## config.mk

```make
export PLATFORM = sky130hd
export DESIGN_NAME = serial_rx
export DESIGN_NICKNAME = d
export VERILOG_FILES = /design/src/rtl/c8051_pkg.sv /design/src/rtl/serial_baud_tick.sv /design/src/rtl/serial_rx.sv
export SDC_FILE = /design/constraint.sdc
export NUM_CORES = 1
export LEC_CHECK = 0
export ABC_AREA = 1
export CORE_UTILIZATION = 60
export CTS_CLUSTER_SIZE = 14
export DETAILED_ROUTE_END_ITERATION = 10
export PLACE_DENSITY = 0.8
export SYNTH_ARGS = -nofsm -noshare
export SYNTH_HDL_FRONTEND = slang
export SYNTH_SLANG_ARGS = --single-unit
```

## constraint.sdc

```tcl
create_clock -name clock -period 2.2 [get_ports clock]
set_input_delay 0.44 -clock clock [delete_from_list [all_inputs] [get_ports clock]]
set_output_delay 0.44 -clock clock [all_outputs]
set_load 0.05 [all_outputs]
```

## src/rtl/c8051_pkg.sv

```systemverilog
// Shared definitions for the 8051 serial port blocks: receive FSM states,
// oversampling constants and the 2-of-3 majority helper.
package c8051_pkg;

  typedef enum logic [1:0] {
    IDLE,
    START,
    DATA,
    STOP
  } rx_state_t;

  localparam int unsigned OVERSAMPLE    = 16;
  localparam int unsigned SAMPLE_LO     = 7;
  localparam int unsigned SAMPLE_DECIDE = 9;
  localparam int unsigned DATA_BITS     = 8;

  function automatic logic maj3(input logic a, input logic b, input logic c);
    return (a & b) | (a & c) | (b & c);
  endfunction

endpackage

```

## src/rtl/serial_baud_tick.sv

```systemverilog
// Oversample tick generator: counts 0..CLK_DIV-1 and pulses o_tick for one
// cycle on the terminal count. i_clr restarts the count synchronously.
module serial_baud_tick #(
  parameter int unsigned CLK_DIV = 54
) (
  input  logic clock,
  input  logic reset,
  input  logic i_clr,
  output logic o_tick
);

  localparam logic [15:0] LAST = 16'(CLK_DIV - 1);

  logic [15:0] r_div;

  always_ff @(posedge clock or negedge reset) begin
    if (!reset) begin
      r_div <= '0;
    end else if (i_clr || (r_div == LAST)) begin
      r_div <= '0;
    end else begin
      r_div <= r_div + 16'd1;
    end
  end

  assign o_tick = !i_clr && (r_div == LAST);

endmodule

```

## src/rtl/serial_rx.sv

```systemverilog
// 8051 serial port mode 1 receiver (start, 8 data LSB first, stop) with 16x
// oversampling and 2-of-3 majority voting. Define SERIAL_RX_SM2_EN for sm2.
module serial_rx
  import c8051_pkg::*;
#(
  parameter int unsigned CLK_DIV = 54
) (
  input  logic       clock,
  input  logic       reset,
  input  logic       rxd,
  input  logic       ren,
`ifdef SERIAL_RX_SM2_EN
  input  logic       sm2,
`endif
  input  logic       ri_clr,
  output logic [7:0] sbuf,
  output logic       rb8,
  output logic       ri,
  output logic       busy
);

  localparam logic [3:0] SUB_LO     = 4'(SAMPLE_LO);
  localparam logic [3:0] SUB_MID    = 4'(SAMPLE_LO + 1);
  localparam logic [3:0] SUB_DECIDE = 4'(SAMPLE_DECIDE);
  localparam logic [3:0] SUB_LAST   = 4'(OVERSAMPLE - 1);
  localparam logic [3:0] LAST_DATA  = 4'(DATA_BITS);

  rx_state_t   r_state;
  logic        r_sync1;
  logic        r_rs;
  logic        r_rs_d;
  logic [3:0]  r_sub;
  logic [3:0]  r_bit;
  logic        r_s_lo;
  logic        r_s_mid;
  logic [7:0]  r_shift;
  logic [7:0]  r_sbuf;
  logic        r_rb8;
  logic        r_ri;
  logic        r_busy;

  logic        w_tick;
  logic        w_clr;
  logic        w_sm2;
  logic        w_maj;
  logic        w_decide;
  logic        w_wrap;
  logic        w_load;

`ifdef SERIAL_RX_SM2_EN
  assign w_sm2 = sm2;
`else
  assign w_sm2 = 1'b0;
`endif

  // Divider is held in clear while idle so tick 1 lands CLK_DIV cycles after detection.
  assign w_clr = (r_state == IDLE);

  serial_baud_tick #(
    .CLK_DIV(CLK_DIV)
  ) u_tick (
    .clock (clock),
    .reset (reset),
    .i_clr (w_clr),
    .o_tick(w_tick)
  );

  assign w_maj    = maj3(r_s_lo, r_s_mid, r_rs);
  assign w_decide = (r_sub == SUB_DECIDE);
  assign w_wrap   = (r_sub == SUB_LAST);
  assign w_load   = !r_ri && (!w_sm2 || w_maj);

  always_ff @(posedge clock or negedge reset) begin
    if (!reset) begin
      r_sync1 <= 1'b1;
      r_rs    <= 1'b1;
      r_rs_d  <= 1'b1;
    end else begin
      r_sync1 <= rxd;
      r_rs    <= r_sync1;
      r_rs_d  <= r_rs;
    end
  end

  always_ff @(posedge clock or negedge reset) begin
    if (!reset) begin
      r_state <= IDLE;
      r_sub   <= '0;
      r_bit   <= '0;
      r_s_lo  <= 1'b0;
      r_s_mid <= 1'b0;
      r_shift <= '0;
      r_sbuf  <= '0;
      r_rb8   <= 1'b0;
      r_ri    <= 1'b0;
      r_busy  <= 1'b0;
    end else begin
      // A load later in this block overrides the clear in the same cycle.
      if (ri_clr) begin
        r_ri <= 1'b0;
      end

      if (r_state == IDLE) begin
        r_sub <= '0;
        r_bit <= '0;
        if (ren && !r_rs && r_rs_d) begin
          r_state <= START;
          r_busy  <= 1'b1;
        end
      end else if (!ren) begin
        r_state <= IDLE;
        r_busy  <= 1'b0;
        r_sub   <= '0;
      end else if (w_tick) begin
        r_sub <= r_sub + 4'd1;
        if (r_sub == SUB_LO) begin
          r_s_lo <= r_rs;
        end
        if (r_sub == SUB_MID) begin
          r_s_mid <= r_rs;
        end

        unique case (r_state)
          START: begin
            if (w_decide && w_maj) begin
              r_state <= IDLE;
              r_busy  <= 1'b0;
              r_sub   <= '0;
            end else if (w_wrap) begin
              r_state <= DATA;
              r_bit   <= 4'd1;
            end
          end
          DATA: begin
            if (w_decide) begin
              r_shift <= {w_maj, r_shift[7:1]};
            end
            if (w_wrap) begin
              if (r_bit == LAST_DATA) begin
                r_state <= STOP;
              end
              r_bit <= r_bit + 4'd1;
            end
          end
          STOP: begin
            // Leave at the decision tick so the next start edge is caught early.
            if (w_decide) begin
              if (w_load) begin
                r_sbuf <= r_shift;
                r_rb8  <= w_maj;
                r_ri   <= 1'b1;
              end
              r_state <= IDLE;
              r_busy  <= 1'b0;
              r_sub   <= '0;
            end
          end
          default: begin
          end
        endcase
      end
    end
  end

  assign sbuf = r_sbuf;
  assign rb8  = r_rb8;
  assign ri   = r_ri;
  assign busy = r_busy;

endmodule

```

==> results of run 1 <==
## cells in the mapped netlist, drive strengths merged
library cell,n,area (um^2)
inv,50,192.7
o21ai,23,171.4
clkinv,1,16.27
nand3b,1,7.510
nor2,50,226.5
dfrtp,47,1176
nor4,1,6.260
a31oi,1,6.260
or2,1,6.260
xor2,7,61.31
a21boi,1,7.510
nand3,25,167.7
o21a,1,7.510
nor3,13,108.9
dfstp,3,78.83
o2bb2ai,1,8.760
nand4,8,65.06
a21oi,5,25.02
ha,14,175.2
o21bai,1,7.510
nor3b,2,15.01
buf,6,61.30
nand2,98,382.9
## state kept, by name (all words and copies together), names as in the netlist
| signal | flops |
|---|---|
| r_sync1 | 1 |
| r_s_lo | 1 |
| r_state | 2 |
| r_rs_d | 1 |
| u_tick.r_div | 16 |
| r_rs | 1 |
| busy | 1 |
| r_shift | 8 |
| ri | 1 |
| r_sub | 4 |
| r_bit | 4 |
| r_s_mid | 1 |
| sbuf | 8 |
| rb8 | 1 |
## area by class of cell
cell class	instances	share of cell area [%]
Multi-Input combinational cell	253	44.02
Timing Repair Buffer	21	5.749
Clock inverter	3	1.362
Tap cell	67	2.534
Sequential cell	50	37.93
Inverter	51	6.316
Clock buffer	5	2.080
## per-stage QoR
| stage | util, % | instance area (um^2) | hold WS [ps] | std cells | setup WS [ps] |
|---|---|---|---|---|---|
| 3_5_place_dp | 67.18 | 3194 | 349.9 | 442 | 206.4 |
| 5_1_grt | 69.58 | 3308 | 288.5 | 450 | 205.2 |
| 4_1_cts | 69.58 | 3308 | 241.2 | 450 | 226.9 |
| 3_3_place_gp | 67.18 | 3194 | 349.9 | 442 | 269.7 |
| 6_report | 69.58 | 3308 | 224.6 | 450 | 244.3 |
| 2_1_floorplan | - | 2982 | 144.4 | 360 | 498.7 |
## final timing paths
check | start | cells after the start | slack [ps] | endpoint
min in group clock | r_sync1$_DFF_PN1_ | 0 | 360 | r_rs$_DFF_PN1_
min reg2reg | r_sync1$_DFF_PN1_ | 0 | 360 | r_rs$_DFF_PN1_
min | reset | 2 | 220 | r_bit[2]$_DFFE_PN0P_
max | sbuf[6]$_DFFE_PN0P_ | 1 | 240 | sbuf[6]
max in group asynchronous | reset | 2 | 1540 | u_tick.r_div[2]$_DFF_PN0_
max reg2reg | r_state[1]$_DFFE_PN0P_ | 12 | 400 | r_bit[3]$_DFFE_PN0P_
## where the power goes
part           switching, mW  leakage, nW  internal (mW)
clock network          0.312       0.0504          0.338
logic                  0.597        0.803          0.301
registers             0.0530        0.675          0.987
## cell usage in the layout, fill, tap and decap left out, types with 7 or more instances in the layout
cell / instances
nand2_1: 92
nor2_1: 44
xor2_1: 7
nand3_1: 21
clkdlybuf4s50_1: 14
nor3_1: 8
dfrtp_1: 47
inv_1: 44
o21ai_2: 15
ha_1: 14
nand4_1: 7
## metal layers
metal	global-route usage, %	routed length (um)	vias to the layer above
met5	0	0	-
met4	7.625	73	0
met3	4.722	192	7
met2	37.69	2653	39
met1	32.70	2565	1080
li1	-	-	1181
## cell families after synthesis
| logic type | Yosys count | share of synthesized area (%) |
|---|---|---|
| simple gates | 199 | 33.07 |
| buf+inv | 57 | 9.064 |
| xor+xnor | 7 | 2.056 |
| flops | 50 | 42.09 |
| fa+ha+maj | 14 | 5.875 |
| compound gates | 33 | 7.847 |
==> flow_summary.json, run 1 <==
{
  "die_w_um": 72.50,
  "grt_max_degree": 51,
  "root_buffer": "clkbuf_8",
  "slew_headroom_pct": 57.80,
  "rsz0062_at_grt": "no",
  "die_h_um": 72.50,
  "ff_latch_area_um2": 1255,
  "finalWeightedCongestion": 0.8670,
  "groute.usage.overall_pct": 23.69,
  "hold_class": "primary input to asynchronous set/reset pin",
  "synthesis.area_um2": 2982,
  "wl_um": 5484,
  "fp-row-count": 25,
  "nNetsFinal": 401,
  "tightest_slew_ps": 633.1,
  "drtIter0Drc": 113,
  "synth_seq_cells": 50,
  "p_per_area_nw_per_um2": 782.4,
  "cts_tree": "built",
  "hold_viol": 0,
  "end_kind": "output pin",
  "critPathSlowestCell": "clkdlybuf4s50_1",
  "vias": 2307,
  "grt_pass1_wl_um": 9522,
  "multi_input_comb_area_um2": 1456,
  "drive_above_1_share_pct": 16.45,
  "n_antenna_cell": 0,
  "synth_area_per_cell_um2": 8.282,
  "worstPathArrival_ps": 1520,
  "path_buf_inv": 1,
  "cpLargestDelayFamily": "buffers and inverters",
  "slew_violations": 0,
  "ir_worst_vdd_v": 0.0005258,
  "start_util_pct": 62.71,
  "firstDrtPassIters": 4,
  "period_share_pct": 88.89,
  "viasPerCell": 5.127,
  "syn_to_final_growth_pct": 10.95,
  "crit_fanout": 2,
  "antenna_found_initial": 0,
  "core_um2": 4755,
  "cts_resized": 0,
  "status": "finished, final reports clean",
  "cap_violations": 0,
  "fmax_ghz": 0.5113,
  "crit_path_cell_trace": "clkdlybuf4s50_1",
  "clock_latency_ps": 310,
  "clock_skew_ps": 8.121,
  "power_mw": 2.588,
  "cpPeakStageDelay_ps": 810,
  "cp-start-kind": "register",
  "fillers": 383,
  "cts.sinks": 50,
  "cts_buffers": 5,
  "syn_nets": 379,
  "critical_path_required_ps": 1760,
  "ys_warn_count": 0,
  "dieArea_um2": 5256,
  "hold_buffers": 0,
  "clockBufferDepth": 2,
  "ys_seq_area_share_pct": 42.09,
  "dpl.hpwl_um": 4019,
  "wl_per_cell_um": 12.19,
  "postRouteAntennaNets": 0,
  "synth.distinct_cells": 37,
  "critPathKind": "register to output pin",
  "cts_setup_buffers": 0,
  "clk_pin_slew_ps": 90,
  "syn-instance-count": 360,
  "io_pins": 16,
  "grt_pass1_vias": 2113,
  "p_leak_nw": 1.528,
  "setup-violations-final": 0,
  "grt_overflow_total": 0,
  "tns_ps": 0,
  "h-tree-depth": 2,
  "period_minus_slack_ps": 1956,
  "drc": 0,
  "port_buffers": 15
}
Power figures use the tool's default switching activity.
==> run 2, diff against run 1 <==
CORE_MARGIN = 2   (was default)
TNS_END_PERCENT = 5   (was default)
==> run 2 against run 1 <==
Hold slack improved by 1.4 ps. Core utilization down 0.29 points. Critical path depth is the same.
==> flow_summary.json, run 2 (synthesized netlist as in run 1, its figures left out) <==
{
  "root_buffer": "clkbuf_8",
  "io_pins": 16,
  "cap_violations": 0,
  "path_buf_inv": 1,
  "syn_to_final_growth_pct": 10.49,
  "reg2reg_depth": 12,
  "rsz0062_at_grt": "no",
  "r2r-start": "r_state[1]$_DFFE_PN0P_",
  "cts_tree": "built",
  "postRouteAntennaNets": 0,
  "core_um2": 4755,
  "ir_worst_vdd_v": 0.0005518,
  "slew_headroom_pct": 58.52,
  "antenna_found_initial": 0,
  "preCtsSetupSlack_ps": 207.8,
  "cts_buffers": 5,
  "crit_fanout": 2,
  "finalWorstSetupSlack_ps": 232.8,
  "grt_overflow_total": 0,
  "layout_commonest_cell": "nand2_1",
  "timing.rr.end": "r_bit[0]$_DFFE_PN0P_",
  "nNetsFinal": 400,
  "cp-start-kind": "register",
  "p_per_area_nw_per_um2": 771.9,
  "end_kind": "output pin",
  "worstPathArrival_ps": 1530,
  "fmax_ghz": 0.5083,
  "place_inst": 441,
  "cts.sinks": 50,
  "largest_reg_flops": 16,
  "grt_pass1_vias": 2157,
  "h-tree-depth": 2,
  "start_util_pct": 62.71,
  "finalWeightedCongestion": 0.8770,
  "tns_ps": 0,
  "critPathSlowestCell": "clkdlybuf4s50_1",
  "hold_class": "primary input to asynchronous set/reset pin",
  "n_antenna_cell": 0,
  "port_buffers": 15,
  "groute.usage.overall_pct": 22.74,
  "drtIter0Drc": 127,
  "rrSetupSlack_ps": 300,
  "cts_setup_buffers": 0,
  "drc": 0,
  "clk_pin_slew_ps": 100,
  "layout_common_cells": "nand2_1, dfrtp_1, inv_1, nor2_1, nand3_1",
  "vias": 2320,
  "viasPerCell": 5.167,
  "dieArea_um2": 5550,
  "fin_cells": 449,
  "die_h_um": 74.50,
  "crit_path_cell_trace": "clkdlybuf4s50_1",
  "wl_um": 5643,
  "critical_path_required_ps": 1760,
  "fp-row-count": 25,
  "clockBufferDepth": 2,
  "cpLargestDelayFamily": "buffers and inverters",
  "grt_max_degree": 51,
  "clock_skew_ps": 8.169,
  "dpl.hpwl_um": 4101,
  "hold_viol": 0,
  "top_register": "u_tick.r_div",
  "die_w_um": 74.50,
  "wl_per_cell_um": 12.57,
  "setup-violations-final": 0,
  "cpPeakStageDelay_ps": 820,
  "tightest_slew_ps": 622.2,
  "hold_buffers": 0,
  "clock_latency_ps": 310,
  "period_minus_slack_ps": 1967,
  "status": "finished, final reports clean",
  "p_leak_nw": 1.527,
  "cts_resized": 0,
  "slew_violations": 0,
  "fillers": 386,
  "grt_pass1_wl_um": 9694,
  "period_share_pct": 89.42,
  "firstDrtPassIters": 5,
  "drive_above_1_share_pct": 16.23,
  "critPathKind": "register to output pin"
}
[run 2: changes by cell type in the layout (fill, tap and decap cells not counted)]
cell,delta
buf_12,+1
clkinvlp_4,-2
inv_6,+3
bufinv_16,-1
buf_4,-2
[run 2: worst max path at each step]
stage | from | to | slack, ps | cells after the start
after CTS | sbuf[7]$_DFFE_PN0P_ | sbuf[7] | 210 | 1
final | sbuf[7]$_DFFE_PN0P_ | sbuf[7] | 230 | 1
after floorplan | r_state[0]$_DFFE_PN0P_ | r_shift[7]$_DFFE_PN0P_ | 500 | 10
after global placement | ren | sbuf[3]$_DFFE_PN0P_ | 260 | 8
after global routing | r_state[1]$_DFFE_PN0P_ | r_bit[3]$_DFFE_PN0P_ | 150 | 12
after detailed placement | ren | sbuf[1]$_DFFE_PN0P_ | 210 | 8
[run 2: per-layer routing]
| metal | share of wire (%) | GRT usage (%) | vias up |
|---|---|---|---|
| met2 | 49 | 38.05 | 34 |
| li1 | - | - | 1172 |
| met3 | 2.8 | 4.336 | 6 |
| met5 | 0 | 0 | - |
| met4 | 0.94 | 6.151 | 0 |
| met1 | 48 | 30.47 | 1108 |
[run 2: through the flow]
step           instance area [um^2]  hold WS [ps]  util [%]  power, mW
2_1_floorplan                  2982         144.4         -      1.760
3_3_place_gp                   3199         346.1     67.29      1.958
3_5_place_dp                   3199         347.8     67.29      1.986
4_1_cts                        3294         245.4     69.29      2.568
5_1_grt                        3294         292.8     69.29      2.715
6_report                       3294         226.1     69.29      2.543
[run 2: power by group]
group | internal (mW) | switching [mW] | leakage, nW
clock network | 0.237 | 0.337 | 0.0495
logic | 0.321 | 0.607 | 0.803
registers | 0.987 | 0.0544 | 0.675
[run 2: final cells by class]
cell class,count,area (um^2),area share (%)
multi-input combinational,253,1456,44.21
sequential,50,1255,38.09
inverter,51,209.0,6.343
tap,67,83.83,2.545
timing repair buffer,20,195.2,5.925
clock buffer,5,68.82,2.089
clock inverter,3,26.28,0.7976
[run 2: worst register-to-register path, cell delays in order, from the launching register on]
cell and delay [ps]:
dfrtp_1 390, inv_1 120, ha_1 280, buf_12 180, clkinv_8 80, nand2_1 60
inv_1 50, nand2_1 50, inv_1 60, nor3_4 270, nand2_2 130, nand2_1 80
nand2_1 50
==> run 3, diff against run 2 <==
CORE_MARGIN = default   (was 2)
==> results of run 3 <==
Same layout as run 1: the final DEF is identical, and so are final timing and power.
